## config.mk

```make
export PLATFORM = sky130hd
export DESIGN_NAME = mem_arbiter
export DESIGN_NICKNAME = d
export VERILOG_FILES = /design/src/rtl/mem_arbiter.sv
export SDC_FILE = /design/constraint.sdc
export NUM_CORES = 1
export LEC_CHECK = 0
export CAP_MARGIN = 10
export CORE_UTILIZATION = 40
export DETAILED_ROUTE_END_ITERATION = 10
export DONT_BUFFER_PORTS = 1
export GPL_TIMING_DRIVEN = 0
export SLEW_MARGIN = 5
export SYNTH_ARGS = -nofsm -noshare
export SYNTH_HDL_FRONTEND = slang
export SYNTH_SLANG_ARGS = --single-unit
```

## constraint.sdc

```tcl
create_clock -name clk -period 4.5 [get_ports clk]
set_input_delay 0.675 -clock clk [delete_from_list [all_inputs] [get_ports clk]]
set_output_delay 0.675 -clock clk [all_outputs]
set_load 0.01 [all_outputs]
```

## src/rtl/mem_arbiter.sv

```systemverilog
// mem_arbiter
// Sequences the single shared, fixed-latency unified memory between the
// instruction-fetch requester (IF) and the data requester (D, from LW/SW).
// One transaction at a time: IDLE -> ISSUE -> WAIT (MEM_LAT cycles) -> DONE.
// Arbitration alternates priority when both requesters are pending.
//
// Ports:
//   clk, rst              clock and synchronous active-high reset
//   if_req/if_addr        fetch request and address (held until if_done)
//   d_req/d_wr/d_addr     data request, store qualifier, address
//   d_wdata               store data
//   if_done/if_rdata      fetch completion pulse and fetched word
//   d_done/d_rdata        data completion pulse and loaded word
//   if_stall/d_stall      pipeline stall (req & ~done)
//   mem_en/mem_wr         one-cycle memory strobe and write qualifier
//   mem_addr/mem_wdata    latched address/data, stable ISSUE..DONE
//   mem_rdata             memory read data, valid MEM_LAT cycles after mem_en
//   busy                  high whenever a transaction is in flight
module mem_arbiter #(
  parameter int ADDR_W  = 16,
  parameter int DATA_W  = 16,
  parameter int MEM_LAT = 4
) (
  input  logic              clk,
  input  logic              rst,
  input  logic              if_req,
  input  logic [ADDR_W-1:0] if_addr,
  input  logic              d_req,
  input  logic              d_wr,
  input  logic [ADDR_W-1:0] d_addr,
  input  logic [DATA_W-1:0] d_wdata,
  output logic              if_done,
  output logic [DATA_W-1:0] if_rdata,
  output logic              d_done,
  output logic [DATA_W-1:0] d_rdata,
  output logic              if_stall,
  output logic              d_stall,
  output logic              mem_en,
  output logic              mem_wr,
  output logic [ADDR_W-1:0] mem_addr,
  output logic [DATA_W-1:0] mem_wdata,
  input  logic [DATA_W-1:0] mem_rdata,
  output logic              busy
);

  typedef enum logic [1:0] {
    StIdle,
    StIssue,
    StWait,
    StDone
  } state_t;

  // Counter is 4 bits wide, enough for the full legal latency range 1..15.
  localparam logic [3:0] LatCount = 4'(MEM_LAT);

  state_t            state_q,     state_d;
  logic [3:0]        cnt_q,       cnt_d;
  logic              ownerIsD_q,  ownerIsD_d;
  logic              lastIsD_q,   lastIsD_d;
  logic [ADDR_W-1:0] addr_q,      addr_d;
  logic              wr_q,        wr_d;
  logic [DATA_W-1:0] wdata_q,     wdata_d;
  logic [DATA_W-1:0] ifRdata_q,   ifRdata_d;
  logic [DATA_W-1:0] dRdata_q,    dRdata_d;
  logic              grantD;

  // D wins when it is the only requester, or when both are pending and IF
  // was the previous owner; this gives strict alternation under contention.
  assign grantD = d_req & (~if_req | ~lastIsD_q);

  // State register: every piece of arbiter state, cleared together on reset
  // so an in-flight transaction is abandoned without a done pulse.
  always_ff @(posedge clk) begin
    if (rst) begin
      state_q    <= StIdle;
      cnt_q      <= '0;
      ownerIsD_q <= 1'b0;
      lastIsD_q  <= 1'b0;
      addr_q     <= '0;
      wr_q       <= 1'b0;
      wdata_q    <= '0;
      ifRdata_q  <= '0;
      dRdata_q   <= '0;
    end else begin
      state_q    <= state_d;
      cnt_q      <= cnt_d;
      ownerIsD_q <= ownerIsD_d;
      lastIsD_q  <= lastIsD_d;
      addr_q     <= addr_d;
      wr_q       <= wr_d;
      wdata_q    <= wdata_d;
      ifRdata_q  <= ifRdata_d;
      dRdata_q   <= dRdata_d;
    end
  end

  // Next-state logic. Requests are only looked at in IDLE; the transaction
  // parameters are latched on the grant and then ignored until the next IDLE.
  // The read result is captured on the last WAIT cycle into the owner's
  // register only, and never for stores.
  always_comb begin
    state_d    = state_q;
    cnt_d      = cnt_q;
    ownerIsD_d = ownerIsD_q;
    lastIsD_d  = lastIsD_q;
    addr_d     = addr_q;
    wr_d       = wr_q;
    wdata_d    = wdata_q;
    ifRdata_d  = ifRdata_q;
    dRdata_d   = dRdata_q;
    case (state_q)
      StIdle: begin
        if (if_req || d_req) begin
          state_d    = StIssue;
          cnt_d      = '0;
          ownerIsD_d = grantD;
          lastIsD_d  = grantD;
          addr_d     = grantD ? d_addr : if_addr;
          wr_d       = grantD & d_wr;
          wdata_d    = grantD ? d_wdata : '0;
        end
      end
      StIssue: begin
        state_d = StWait;
        cnt_d   = 4'd1;
      end
      StWait: begin
        if (cnt_q == LatCount) begin
          state_d = StDone;
          if (!ownerIsD_q) begin
            ifRdata_d = mem_rdata;
          end else if (!wr_q) begin
            dRdata_d = mem_rdata;
          end
        end else begin
          cnt_d = cnt_q + 4'd1;
        end
      end
      StDone: begin
        state_d = StIdle;
        cnt_d   = '0;
      end
      default: begin
        state_d = StIdle;
      end
    endcase
  end

  // Output logic: strobes and done pulses decode straight from the state so
  // they can only ever appear in ISSUE and DONE respectively. Stalls are
  // combinational so they drop in the same cycle as done.
  always_comb begin
    mem_en   = (state_q == StIssue);
    if_done  = (state_q == StDone) & ~ownerIsD_q;
    d_done   = (state_q == StDone) & ownerIsD_q;
    busy     = (state_q != StIdle);
    if_stall = if_req & ~if_done;
    d_stall  = d_req & ~d_done;
    mem_wr    = wr_q;
    mem_addr  = addr_q;
    mem_wdata = wdata_q;
    if_rdata  = ifRdata_q;
    d_rdata   = dRdata_q;
  end

endmodule

```

Word-level counts from Yosys, hierarchy flattened
Index checks and enable logic that the tools add are counted.
Storage, ports and cells
  register bits: 72
  bits in latches: 0
  RAM bits: 0
  bits in read-only memories: 0
  input port bits: 69
  output and inout port bits: 71
  memories: 0
Operators by class
  add/sub/neg operators: 1
  $mul: 0
  div/mod/pow operators: 0
  magnitude comparators: 0
  equality and inequality tests: 7
  shift-type cells: 0
  mux-type cells: 8
  bitwise operators: 12
  reduce and logical (&&, ||, !) cells: 8
Operators by type and width (count)
  two-way mux 16 bit: 2
  case mux 4 bit (4 select lines): 1
  two-way mux 4 bit: 2
  case mux 2 bit (4 select lines): 1
  AND 1 bit: 6
  != test 2 bit (second input constant): 3
  AND reduction 2 bit: 3
  inverter 1 bit: 5
  adder 4 x 1 -> 4 bit (second input constant): 1
  == test 2 bit (second input constant): 2
  == test 4 x 3 -> 1 bit (second input constant): 1
  two-way mux 2 bit: 2
  AND reduction 4 bit: 1
  AND reduction 3 bit: 1
  == test 2 x 1 -> 1 bit (second input constant): 1
  logical NOT 2 bit: 1
  nonzero test 2 bit: 1
  logical OR 1 bit: 1
  bitwise OR 1 bit: 1

Longest topological paths before layout
  word-level depth: 4
  gate-level depth with buffers: 7
  gate-level depth less buffers: 5

Worst setup path before layout
Ideal clock, no wire load.
  path type: reg2out
  from: register state_q[0]
  to: output port busy
  arrival time: 1224 ps
  required time: 3825 ps
  path slack: 2601 ps
  stages on the path, launching flop included: 6
  path buffers: 2
  cell sequence: dfxtp_1 -> inv_1 -> ha_1 -> buf_2 -> buf_1 -> inv_1
On the way
  longest elaborated chain between the ends: 1
RTL lines
  start: declaration: RTL line 56  | state_t state_q, state_d;
  start signal: assignment: RTL line 75  | state_q <= StIdle;
  start signal: assignment: RTL line 85  | state_q <= state_d;
  nonzero test 2 bit: RTL line 156  | busy = (state_q != StIdle);
  end: declaration: RTL line 43  | output logic busy
No other way between the ends.

Final worst setup path
Same ends and word-level chain as after synthesis.

==> metrics <==
status=finished, final reports clean; Resize count post-CTS=0; Setup WS post-layout=1970 ps; DRC=0; Final HPWL DP=5570 um; IO buf count=0; Top cell by count, worst path=inv_1; Final Instance Area=3410 sq um; flops & latches, synth=72; syn_nets=414; final hold violations=0; die extent in y=89.3 um; Worst path top cell family by delay=buffers and inverters; Post-synth EDFFs=0; Routed WL=7480 um; grt ovf=0; Worst Setup End Kind=output port; GPL Wtd Cong=0.846; Slowest-stage cell, CP=buf_1; Max Freq=396 MHz; CP max FO=10; DP Worst Slack=2350 ps; largest net degree at the start of global routing=13; floorplan core area=7290 sq um; Worst Setup Start Kind=flop; async set or reset register ratio after synthesis=0; Fin Setup TNS=0 ps; CTS Hold Bufs=0; drt first pass iters=4; Post-Syn Area=3050 sq um; final setup vio count=0; Slew headroom=0.528; Die Span X=89.3 um; DP Area=3170 sq um; Skew-Pair Late Insertion Delay=330 ps; TritonCTS clock tree=done; power per cell area=545 nW/um^2; drt wl/cell=16.6 um; critical path data required time=3830 ps; n_diodes=0; worst-margin pin slew=707 ps; crit path DAT=1850 ps; FP Rows=31; DR vias=2536; clk root buf=clkbuf_8; first-pass GRT wire length=11400 um; most frequent cells in the layout=dfxtp_1, a21oi_1, nand3_1, o21ai_0, nor2_1; Cells after Synth=337; unique cell type count in the Yosys netlist=37; Crit path largest cell delay=390 ps; period utilization=0.561; Buf+Inv Stages, Crit Path=4; dominant synthesized flop cell=dfxtp_1; Yosys Warn Count=0; Syn Area/Cell=9.04 sq um; vias in the first global route=2371; Crit Path Category=reg -> out; clock transition at the registers of the reported paths=80 ps; antenna violations before repair=0; clock sinks=72; MaxCap Viol Count=0; post-CTS setup buffer count=0; most common cell after layout, fill and taps aside=dfxtp_1; critical path, cell by cell=inv_1 -> ha_1 -> buf_2 -> buf_1 -> inv_1; CTS Buf Count=9; Max VDD drop=0.000305 V; H-tree depth=3; I/O pin total=140; All-Layer GR Usage=0.187; RSZ-0062 raised after global routing=no; Slew Limit Fails=0; Hold Crit Class=in -> reg; die area=7970 sq um; clk_skew=8.78 ps; area growth from synthesis to layout=11.8%; antenna viol nets, final=0; clk buf depth=2; Leak=1.21 nW; layout cells sized above 1=0.0850; vias per inst=5.61; Seq/Total Area, Yosys=0.473; minimum clock period=2530 ps; Final nets=425; Initial DRC Count=85; Initial Util=0.418
-- worst reg2reg max path, delay by kind of cell (launching register included) --
kind	cells	cell delay (ps)
AO/OA/AOI/OAI	2	320
adder cells (fa/ha/maj)	1	280
buffers and inverters	2	500
flip-flops	1	400
AND/OR/NAND/NOR	1	330
-- area by class of cell --
cell class / count / area [sq um]
Buffer: 30 / 155
Tap cell: 99 / 124
Inverter: 5 / 18.8
Multi-Input combinational cell: 230 / 1430
Sequential cell: 72 / 1440
Clock inverter: 6 / 108
Fill cell: 774 / 3880
Clock buffer: 10 / 128
-- report_power, final --
group	internal, mW	leakage [nW]	total [mW]	switching (mW)
Clock	0.367	0.116	0.600	0.233
Combinational	0.152	0.509	0.418	0.266
Sequential	0.728	0.587	0.838	0.110
Total	1.25	1.21	1.86	0.610
-- stage by stage --
step	util	hold WS, ps	power, mW	std cells
5_1_grt	0.467	460	1.97	452
2_1_floorplan	-	478	1.16	337
3_5_place_dp	0.435	511	1.27	436
3_3_place_gp	0.435	502	1.26	436
6_report	0.467	479	1.86	452
4_1_cts	0.467	462	1.88	452
-- synthesized netlist by cell type (all sizes together) (5+ instances only) --
cell    number  share of area
nor2b        6          0.012
clkbuf      17          0.022
o21ai       35          0.059
inv          5         0.0062
a211oi      17          0.042
a32oi       17          0.049
nand3       34          0.056
nor2        34          0.042
a21oi       36          0.059
ha           8          0.033
dfxtp       72           0.47
buf         13          0.029
mux2i       18          0.059
nand2b       7          0.014
-- worst paths after layout --
| check | startpoint | end | slack, ps | cells past startpoint |
|---|---|---|---|---|
| min | mem_rdata[4] | if_rdata[4]$_SDFFE_PP0P_ | 480 | 2 |
| min reg2reg | cnt_q[1]$_SDFFE_PP0P_ | cnt_q[1]$_SDFFE_PP0P_ | 520 | 2 |
| max | state_q[0]$_SDFFE_PP0P_ | busy | 1970 | 5 |
| max reg2reg | state_q[0]$_SDFFE_PP0P_ | d_rdata[7]$_SDFFE_PP0P_ | 2600 | 6 |
-- per-layer routing --
metal	global-route usage	routed length [um]	vias to the layer above
met2	0.307	3500	103
met5	0	0	-
met3	0.0572	640	7
li1	-	-	1243
met1	0.233	3260	1183
met4	0.0649	83	0
-- logic make-up (layout without fill, tap and decap cells) --
| logic type | count (synthesis) | in the layout | share of synthesized area |
|---|---|---|---|
| adders and majority gates | 8 | 8 | 0.0328 |
| buffers and inverters | 35 | 51 | 0.0571 |
| and+or+nand+nor | 92 | 92 | 0.151 |
| DFF | 72 | 72 | 0.473 |
| AOI/OAI and AO/OA | 112 | 112 | 0.227 |
| muxes | 18 | 18 | 0.0591 |
-- registers in the layout (all words and copies together) (netlist names) --
| name | flops |
|---|---|
| mem_addr | 16 |
| cnt_q | 4 |
| mem_wr | 1 |
| state_q | 2 |
| mem_wdata | 16 |
| lastIsD_q | 1 |
| d_rdata | 16 |
| if_rdata | 16 |
No activity file was read; power rests on OpenSTA's default activity.
